`config.mk`:
```
export PLATFORM = sky130hd
export DESIGN_NAME = shape_cmd_sequencer_flat
export DESIGN_NICKNAME = d
export VERILOG_FILES = /design/src/rtl/shape_cmd_sequencer_if.sv /design/src/rtl/shape_cmd_sequencer.sv /design/src/flat_wrapper.sv
export SDC_FILE = /design/constraint.sdc
export NUM_CORES = 1
export LEC_CHECK = 0
export ABC_AREA = 1
export CORE_ASPECT_RATIO = 0.5
export CORE_MARGIN = 2
export CORE_UTILIZATION = 39
export DETAILED_ROUTE_END_ITERATION = 10
export PLACE_DENSITY = 0.69
export SLEW_MARGIN = 25
export SYNTH_ARGS = -nofsm -noshare
export SYNTH_HDL_FRONTEND = slang
export SYNTH_SLANG_ARGS = --single-unit
```
`constraint.sdc`:
```
create_clock -name clk -period 3.96 [get_ports clk]
set_input_delay 0.792 -clock clk [delete_from_list [all_inputs] [get_ports clk]]
set_output_delay 0.792 -clock clk [all_outputs]
set_load 0.1 [all_outputs]
```
`src/rtl/shape_cmd_sequencer_if.sv`:
```
`default_nettype none
// ============================================================================
// Module   : shape_cmd_sequencer_if
// Purpose  : Bundles the command, SFR and response signals of the shape
//            command sequencer. The slave modport is the sequencer side; the
//            master modport is its environment (command source, shape
//            processor SFR port and response sink).
// Revision : 1.0 - initial release
// ============================================================================
interface shape_cmd_sequencer_if;
  // Command stream from the upstream source
  logic        cmd_valid;
  logic        cmd_ready;
  logic [1:0]  cmd_shape;
  logic [4:0]  cmd_operation;
  // SFR port towards the shape processor
  logic        write;
  logic [31:0] write_data;
  logic        read;
  logic [31:0] read_data;
  // Result stream and debug counters
  logic        rsp_valid;
  logic        rsp_ready;
  logic        rsp_accepted;
  logic [1:0]  rsp_shape;
  logic [4:0]  rsp_operation;
  logic [15:0] accepted_count;
  logic [15:0] rejected_count;

  modport slave (
    input  cmd_valid, cmd_shape, cmd_operation, read_data, rsp_ready,
    output cmd_ready, write, write_data, read, rsp_valid, rsp_accepted,
           rsp_shape, rsp_operation, accepted_count, rejected_count
  );

  modport master (
    output cmd_valid, cmd_shape, cmd_operation, read_data, rsp_ready,
    input  cmd_ready, write, write_data, read, rsp_valid, rsp_accepted,
           rsp_shape, rsp_operation, accepted_count, rejected_count
  );
endinterface
`default_nettype wire

```
`src/rtl/shape_cmd_sequencer.sv`:
```
`default_nettype none
// ============================================================================
// Module   : shape_cmd_sequencer
// Purpose  : Queues {shape, operation} commands, writes each one into the
//            shape processor control register, reads it back and reports
//            whether the processor kept the value. Saturating accept/reject
//            counters are kept for debug.
// Revision : 1.0 - initial release
// ============================================================================
module shape_cmd_sequencer #(
  parameter int DEPTH        = 4,   // command FIFO entries, power of two
  parameter int READ_LATENCY = 1    // read pulse to valid read_data, 0..3
) (
  input  logic                  clk,
  input  logic                  rst,
  shape_cmd_sequencer_if.slave  bus
);

  localparam int AW = (DEPTH > 1) ? $clog2(DEPTH) : 1;
  localparam logic [AW:0] FULL_COUNT = (AW+1)'(DEPTH);
  localparam logic [1:0]  WAIT_LAST  = 2'((READ_LATENCY > 0) ? READ_LATENCY - 1 : 0);
  localparam bit          NO_WAIT    = (READ_LATENCY == 0);

  localparam logic [2:0] S_IDLE  = 3'd0;
  localparam logic [2:0] S_WRITE = 3'd1;
  localparam logic [2:0] S_READ  = 3'd2;
  localparam logic [2:0] S_WAIT  = 3'd3;
  localparam logic [2:0] S_RESP  = 3'd4;

  // --------------------------------------------------------------------------
  // Command FIFO
  // --------------------------------------------------------------------------
  logic [6:0]    mem [DEPTH];
  logic [AW-1:0] wr_ptr;
  logic [AW-1:0] rd_ptr;
  logic [AW:0]   count;
  logic          full;
  logic          empty;
  logic          push;
  logic          pop;

  logic [2:0]    state;
  logic [1:0]    wait_cnt;
  logic [1:0]    cmd_shape_q;
  logic [4:0]    cmd_op_q;

  // Ready depends only on the occupancy register, never on this cycle's pop
  assign full          = (count == FULL_COUNT);
  assign empty         = (count == '0);
  assign push          = bus.cmd_valid && !full;
  assign pop           = (state == S_IDLE) && !empty;
  assign bus.cmd_ready = !full;

  // Storage array, written on every accepted push
  always_ff @(posedge clk) begin
    if (push) begin
      mem[wr_ptr] <= {bus.cmd_shape, bus.cmd_operation};
    end
  end

  // Pointers and occupancy; reset flushes the queue
  always_ff @(posedge clk) begin
    if (rst) begin
      wr_ptr <= '0;
      rd_ptr <= '0;
      count  <= '0;
    end else begin
      if (push) wr_ptr <= wr_ptr + 1'b1;
      if (pop)  rd_ptr <= rd_ptr + 1'b1;
      case ({push, pop})
        2'b10:   count <= count + 1'b1;
        2'b01:   count <= count - 1'b1;
        default: count <= count;
      endcase
    end
  end

  // --------------------------------------------------------------------------
  // Sequencing: one command in flight, write then read back
  // --------------------------------------------------------------------------
  logic [1:0] rd_shape;
  logic [4:0] rd_op;
  logic       sample;
  logic       accept;
  logic       unused_read_bits;

  assign rd_shape = bus.read_data[17:16];
  assign rd_op    = bus.read_data[4:0];
  assign unused_read_bits = ^{bus.read_data[31:18], bus.read_data[15:5]};

  // Readback is captured in READ when there is no latency, else on the last WAIT cycle
  assign sample = ((state == S_READ) && NO_WAIT) ||
                  ((state == S_WAIT) && (wait_cnt == WAIT_LAST));

  // Shape must be one-hot so a shape-0 command cannot match the register's reset value
  assign accept = (rd_shape == cmd_shape_q) && (rd_op == cmd_op_q) &&
                  ((cmd_shape_q == 2'b01) || (cmd_shape_q == 2'b10));

  // FSM: IDLE -> WRITE -> READ -> (WAIT) -> RESP -> IDLE
  always_ff @(posedge clk) begin
    if (rst) begin
      state       <= S_IDLE;
      wait_cnt    <= '0;
      cmd_shape_q <= '0;
      cmd_op_q    <= '0;
    end else begin
      case (state)
        S_IDLE: begin
          if (!empty) begin
            {cmd_shape_q, cmd_op_q} <= mem[rd_ptr];
            state <= S_WRITE;
          end
        end
        S_WRITE: state <= S_READ;
        S_READ: begin
          wait_cnt <= '0;
          state    <= NO_WAIT ? S_RESP : S_WAIT;
        end
        S_WAIT: begin
          if (wait_cnt == WAIT_LAST) state <= S_RESP;
          else                       wait_cnt <= wait_cnt + 1'b1;
        end
        S_RESP: begin
          if (bus.rsp_ready) state <= S_IDLE;
        end
        default: state <= S_IDLE;
      endcase
    end
  end

  assign bus.write      = (state == S_WRITE);
  assign bus.write_data = bus.write ? {14'b0, cmd_shape_q, 11'b0, cmd_op_q} : 32'b0;
  assign bus.read       = (state == S_READ);
  assign bus.rsp_valid  = (state == S_RESP);

  // --------------------------------------------------------------------------
  // Response fields and debug counters, updated once per command on sampling
  // --------------------------------------------------------------------------
  logic [1:0]  rsp_shape_q;
  logic [4:0]  rsp_op_q;
  logic        rsp_acc_q;
  logic [15:0] acc_cnt;
  logic [15:0] rej_cnt;

  // Capture readback and verdict; held stable through RESP
  always_ff @(posedge clk) begin
    if (rst) begin
      rsp_shape_q <= '0;
      rsp_op_q    <= '0;
      rsp_acc_q   <= 1'b0;
    end else if (sample) begin
      rsp_shape_q <= rd_shape;
      rsp_op_q    <= rd_op;
      rsp_acc_q   <= accept;
    end
  end

  // Saturating accept/reject counters
  always_ff @(posedge clk) begin
    if (rst) begin
      acc_cnt <= '0;
      rej_cnt <= '0;
    end else if (sample) begin
      if (accept) begin
        if (acc_cnt != 16'hFFFF) acc_cnt <= acc_cnt + 16'd1;
      end else begin
        if (rej_cnt != 16'hFFFF) rej_cnt <= rej_cnt + 16'd1;
      end
    end
  end

  assign bus.rsp_shape      = rsp_shape_q;
  assign bus.rsp_operation  = rsp_op_q;
  assign bus.rsp_accepted   = rsp_acc_q;
  assign bus.accepted_count = acc_cnt;
  assign bus.rejected_count = rej_cnt;

endmodule
`default_nettype wire
```
`src/flat_wrapper.sv`:
```
// flat-port wrapper written by rule: the top's interface ports become plain ports
module shape_cmd_sequencer_flat 
#(
  parameter int DEPTH        = 4,                                        
  parameter int READ_LATENCY = 1                                          
)
  (clk, rst, bus_cmd_valid, bus_cmd_shape, bus_cmd_operation, bus_read_data, bus_rsp_ready, bus_cmd_ready, bus_write, bus_write_data, bus_read, bus_rsp_valid, bus_rsp_accepted, bus_rsp_shape, bus_rsp_operation, bus_accepted_count, bus_rejected_count);
  shape_cmd_sequencer_if bus_i ();
  input  logic clk;
  input  logic rst;
  input wire logic [$bits(bus_i.cmd_valid)-1:0] bus_cmd_valid;
  input wire logic [$bits(bus_i.cmd_shape)-1:0] bus_cmd_shape;
  input wire logic [$bits(bus_i.cmd_operation)-1:0] bus_cmd_operation;
  input wire logic [$bits(bus_i.read_data)-1:0] bus_read_data;
  input wire logic [$bits(bus_i.rsp_ready)-1:0] bus_rsp_ready;
  output wire logic [$bits(bus_i.cmd_ready)-1:0] bus_cmd_ready;
  output wire logic [$bits(bus_i.write)-1:0] bus_write;
  output wire logic [$bits(bus_i.write_data)-1:0] bus_write_data;
  output wire logic [$bits(bus_i.read)-1:0] bus_read;
  output wire logic [$bits(bus_i.rsp_valid)-1:0] bus_rsp_valid;
  output wire logic [$bits(bus_i.rsp_accepted)-1:0] bus_rsp_accepted;
  output wire logic [$bits(bus_i.rsp_shape)-1:0] bus_rsp_shape;
  output wire logic [$bits(bus_i.rsp_operation)-1:0] bus_rsp_operation;
  output wire logic [$bits(bus_i.accepted_count)-1:0] bus_accepted_count;
  output wire logic [$bits(bus_i.rejected_count)-1:0] bus_rejected_count;
  assign bus_i.cmd_valid = bus_cmd_valid;
  assign bus_i.cmd_shape = bus_cmd_shape;
  assign bus_i.cmd_operation = bus_cmd_operation;
  assign bus_i.read_data = bus_read_data;
  assign bus_i.rsp_ready = bus_rsp_ready;
  assign bus_cmd_ready = bus_i.cmd_ready;
  assign bus_write = bus_i.write;
  assign bus_write_data = bus_i.write_data;
  assign bus_read = bus_i.read;
  assign bus_rsp_valid = bus_i.rsp_valid;
  assign bus_rsp_accepted = bus_i.rsp_accepted;
  assign bus_rsp_shape = bus_i.rsp_shape;
  assign bus_rsp_operation = bus_i.rsp_operation;
  assign bus_accepted_count = bus_i.accepted_count;
  assign bus_rejected_count = bus_i.rejected_count;
  shape_cmd_sequencer #(.DEPTH(DEPTH), .READ_LATENCY(READ_LATENCY)) u_core (.clk(clk), .rst(rst), .bus(bus_i));
endmodule
```
==> key figures <==
Synthesis
  • Cell with the most instances after synthesis: nor2_1
  • Flops & latches, synth: 87
  • Synth cell types: 36
  • Post-synth ARST share: 0%
  • Sequential share of the synthesized area: 44.1%
  • EDFF count, synth: 28
  • Largest cells by area after synthesis: dfxtp_1 (26%), edfxtp_1 (18%), nor2_1 (9.3%)
  • Mapped Area: 0.00458 mm2
  • Synth cell count leaders: nor2_1 (114), nand2_1 (111), inv_1 (72)
  • Leading area contributor after synthesis: dfxtp_1
  • Mapped Cells: 612
  • Main synth FF type: dfxtp_1
  • Synth warn: 0
  • Top-area cell type share of the netlist area: 25.8%
  • Mapped Avg Cell Area: 7.48 um2

Floorplan
  • I/O pin count: 119
  • Die area: 0.0127 mm2
  • Die Span X: 157 um
  • Die height: 80.6 um
  • Placeable Area: 0.0112 mm2
  • Rows: 27
  • Starting Density: 40.8%

Hold path
  • Worst hold stages: 2
  • Hold/Removal Path Class: flop to flop
  • Hold path startpoint: u_core.wait_cnt[1]
  • WHS Endpoint: u_core.wait_cnt[1]

Routing
  • Top sig layer: met4
  • Wire per inst: 12.0 um
  • DRC: 0
  • First-pass DRT Iterations: 5
  • Final WL: 10,100 um
  • WL met1: 4560 um
  • Routed Antenna Nets: 0
  • WL met2: 4870 um
  • DR vias/cell: 4.75
  • Metal3 WL: 453 um
  • Iteration-0 DRC Markers: 185
  • Routed via count: 3,982

Timing
  • Setup-failing EPs final: 0
  • Final period utilization: 75.7%
  • Setup_tns: 0 ps
  • Slew Viols, Final: 0
  • Hold Worst Slack: 480 ps
  • Minimum clock period: 3000 ps
  • Slew margin rel.: 33.7%
  • Count of final hold-check violations: 0
  • RSZ-0062 raised after global routing: no
  • Clock Skews: 4.60 ps
  • Measured slew at the worst slew-check pin: 991 ps
  • F_max: 334 MHz

Setup path
  • Reg2reg end: u_core.bus.accepted_count[14]
  • Worst Setup Path Type: flop to output pin
  • CP cell instances: inv_1 > nand2_1 > nor2_1 > clkdlybuf4s50_1
  • Internal reg-to-reg setup slack: 1580 ps
  • Worst r2r path cells: 7
  • WP data required: 3170 ps
  • CP max FO: 7
  • Worst R2R Start: u_core.state[1]
  • Crit path capture type: output pin
  • Crit start category: flop
  • CP arrival: 2210 ps
  • Critical Path Max Stage Delay: 1150 ps
  • Crit path max-delay cell type: clkdlybuf4s50_1

Power and ir drop
  • Pwr Density: 526 mW/mm2
  • Leak pwr: 0.00220 uW
  • Maximum vdd ir drop: 0.214 mV

Finish
  • Register area: 0.00202 mm2
  • Filler cells: 1,098
  • Final net count: 727
  • Layout area overhead: 21.5%
  • Final Core Density: 49.6%
  • Area taken by multi-input logic gates: 0.00210 mm2
  • Share of cells above drive strength 1: 6.18%
  • Antenna Cells: 0

Place
  • Port Buffers: 68
  • Routability cong.: 0.835
  • Hpwl dp: 7440 um

GRT
  • Antenna violations before repair: 0
  • Largest net degree at the start of global routing: 38
  • GRT overflow: 0
  • First-pass GRT wire length: 16,900 um
  • GR Util All Layers: 16.8%
  • Vias in the first global route: 3,664

Clock network
  • Setup repair bufs after CTS: 0
  • Clock Latency Late Sink: 340 ps
  • Clock buffer depth: 2
  • CTS clk-pin slew, worst paths: 60 ps
  • Clock sink count: 87
  • Clock root cell: clkbuf_16
  • CTS Hold Bufs: 0
  • H-tree depth: 3
  • Post-CTS Resized: 0
  • TritonCTS clock tree: built
  • Num CTS Buffers: 9

Status
  • Outcome: completed

Flow run
  • Max Cap Viol: 0
[critical path: cells and delay by family (launching register included)]
family / cells / cell delay, ps
buffers and inverters: 2 / 1310
DFF: 1 / 300
and+or+nand+nor: 2 / 250
[routing by layer]
| metal | track usage [%] | up-vias |
|---|---|---|
| li1 | - | 2059 |
| met1 | 20.3 | 1801 |
| met2 | 29.4 | 108 |
| met3 | 3.83 | 14 |
| met4 | 6.09 | 0 |
| met5 | 0 | - |
[per-stage QoR]
| stage | instance area (um2) | instances | power [uW] | setup WS (ps) |
|---|---|---|---|---|
| after detailed placement | 5280 | 823 | 2140 | 1170 |
| after CTS | 5560 | 839 | 2950 | 937 |
| after global placement | 5280 | 823 | 2110 | 1200 |
| after floorplan | 4670 | 636 | 1940 | -330 |
| after global routing | 5560 | 839 | 3110 | 804 |
| final | 5560 | 839 | 2930 | 962 |
[sequential cells by signal (all words and copies together) (netlist names)]
name and cells:
u_core.mem 28, u_core.wr_ptr 2, u_core.state 3, u_core.bus.rsp_accepted 1, u_core.cmd_shape_q 2, u_core.bus.rsp_operation 5
u_core.bus.rsp_shape 2, u_core.wait_cnt 2, u_core.bus.accepted_count 16, u_core.rd_ptr 2, u_core.cmd_op_q 5, u_core.bus.rejected_count 16
u_core.count 3
[where the power goes]
part	switching, uW	internal (uW)	total [uW]
Combinational	748	248	996
Sequential	89.1	1030	1120
Clock	375	437	812
Total	1210	1710	2930
[layout by cell type, fill, tap and decap left out, types with 4 or more instances in the layout]
master / Yosys / final
nor2_1: 114 / 114
nand3_1: 31 / 31
clkbuf_16: 0 / 9
nor3_1: 7 / 7
nor2_2: 4 / 4
a21oi_1: 26 / 26
xnor2_1: 5 / 5
dfxtp_1: 59 / 59
a31oi_1: 8 / 8
nand4_1: 23 / 23
inv_1: 72 / 72
conb_1: 1 / 25
ha_1: 8 / 8
nand2_1: 111 / 111
edfxtp_1: 28 / 28
o21ai_0: 42 / 42
xor2_1: 6 / 6
buf_4: 26 / 10
clkdlybuf4s50_1: 0 / 61
[kinds of logic (layout without fill, tap and decap cells)]
group,count (synthesis),in the layout,synth area share (%)
buf+inv,117,161,12.0
fa+ha+maj,9,9,2.62
flops,87,87,44.1
compound gates,80,80,9.18
xor+xnor,11,11,2.10
simple gates,307,307,29.9
other cells,1,25,0.0819
[layout make-up]
cell class | count | share of cell area (%)
Multi-Input combinational cell | 432 | 37.7
Sequential cell | 87 | 36.3
Timing Repair Buffer | 71 | 12.3
Inverter | 74 | 4.99
Clock buffer | 10 | 4.12
Tap cell | 159 | 3.58
Clock inverter | 6 | 0.944
[worst max-delay path by stage]
| stage | from | to | slack, ps |
|---|---|---|---|
| floorplan | u_core.state[2] | bus_write_data[0] | -330 |
| global placement | bus_read_data[3] | u_core.bus.accepted_count[14] | 1200 |
| detailed placement | bus_read_data[1] | u_core.bus.accepted_count[14] | 1170 |
| CTS | u_core.state[2] | bus_read | 940 |
| global route | u_core.state[2] | bus_read | 800 |
| finish | u_core.state[2] | bus_read | 960 |
(Power assumes the default switching activity.)
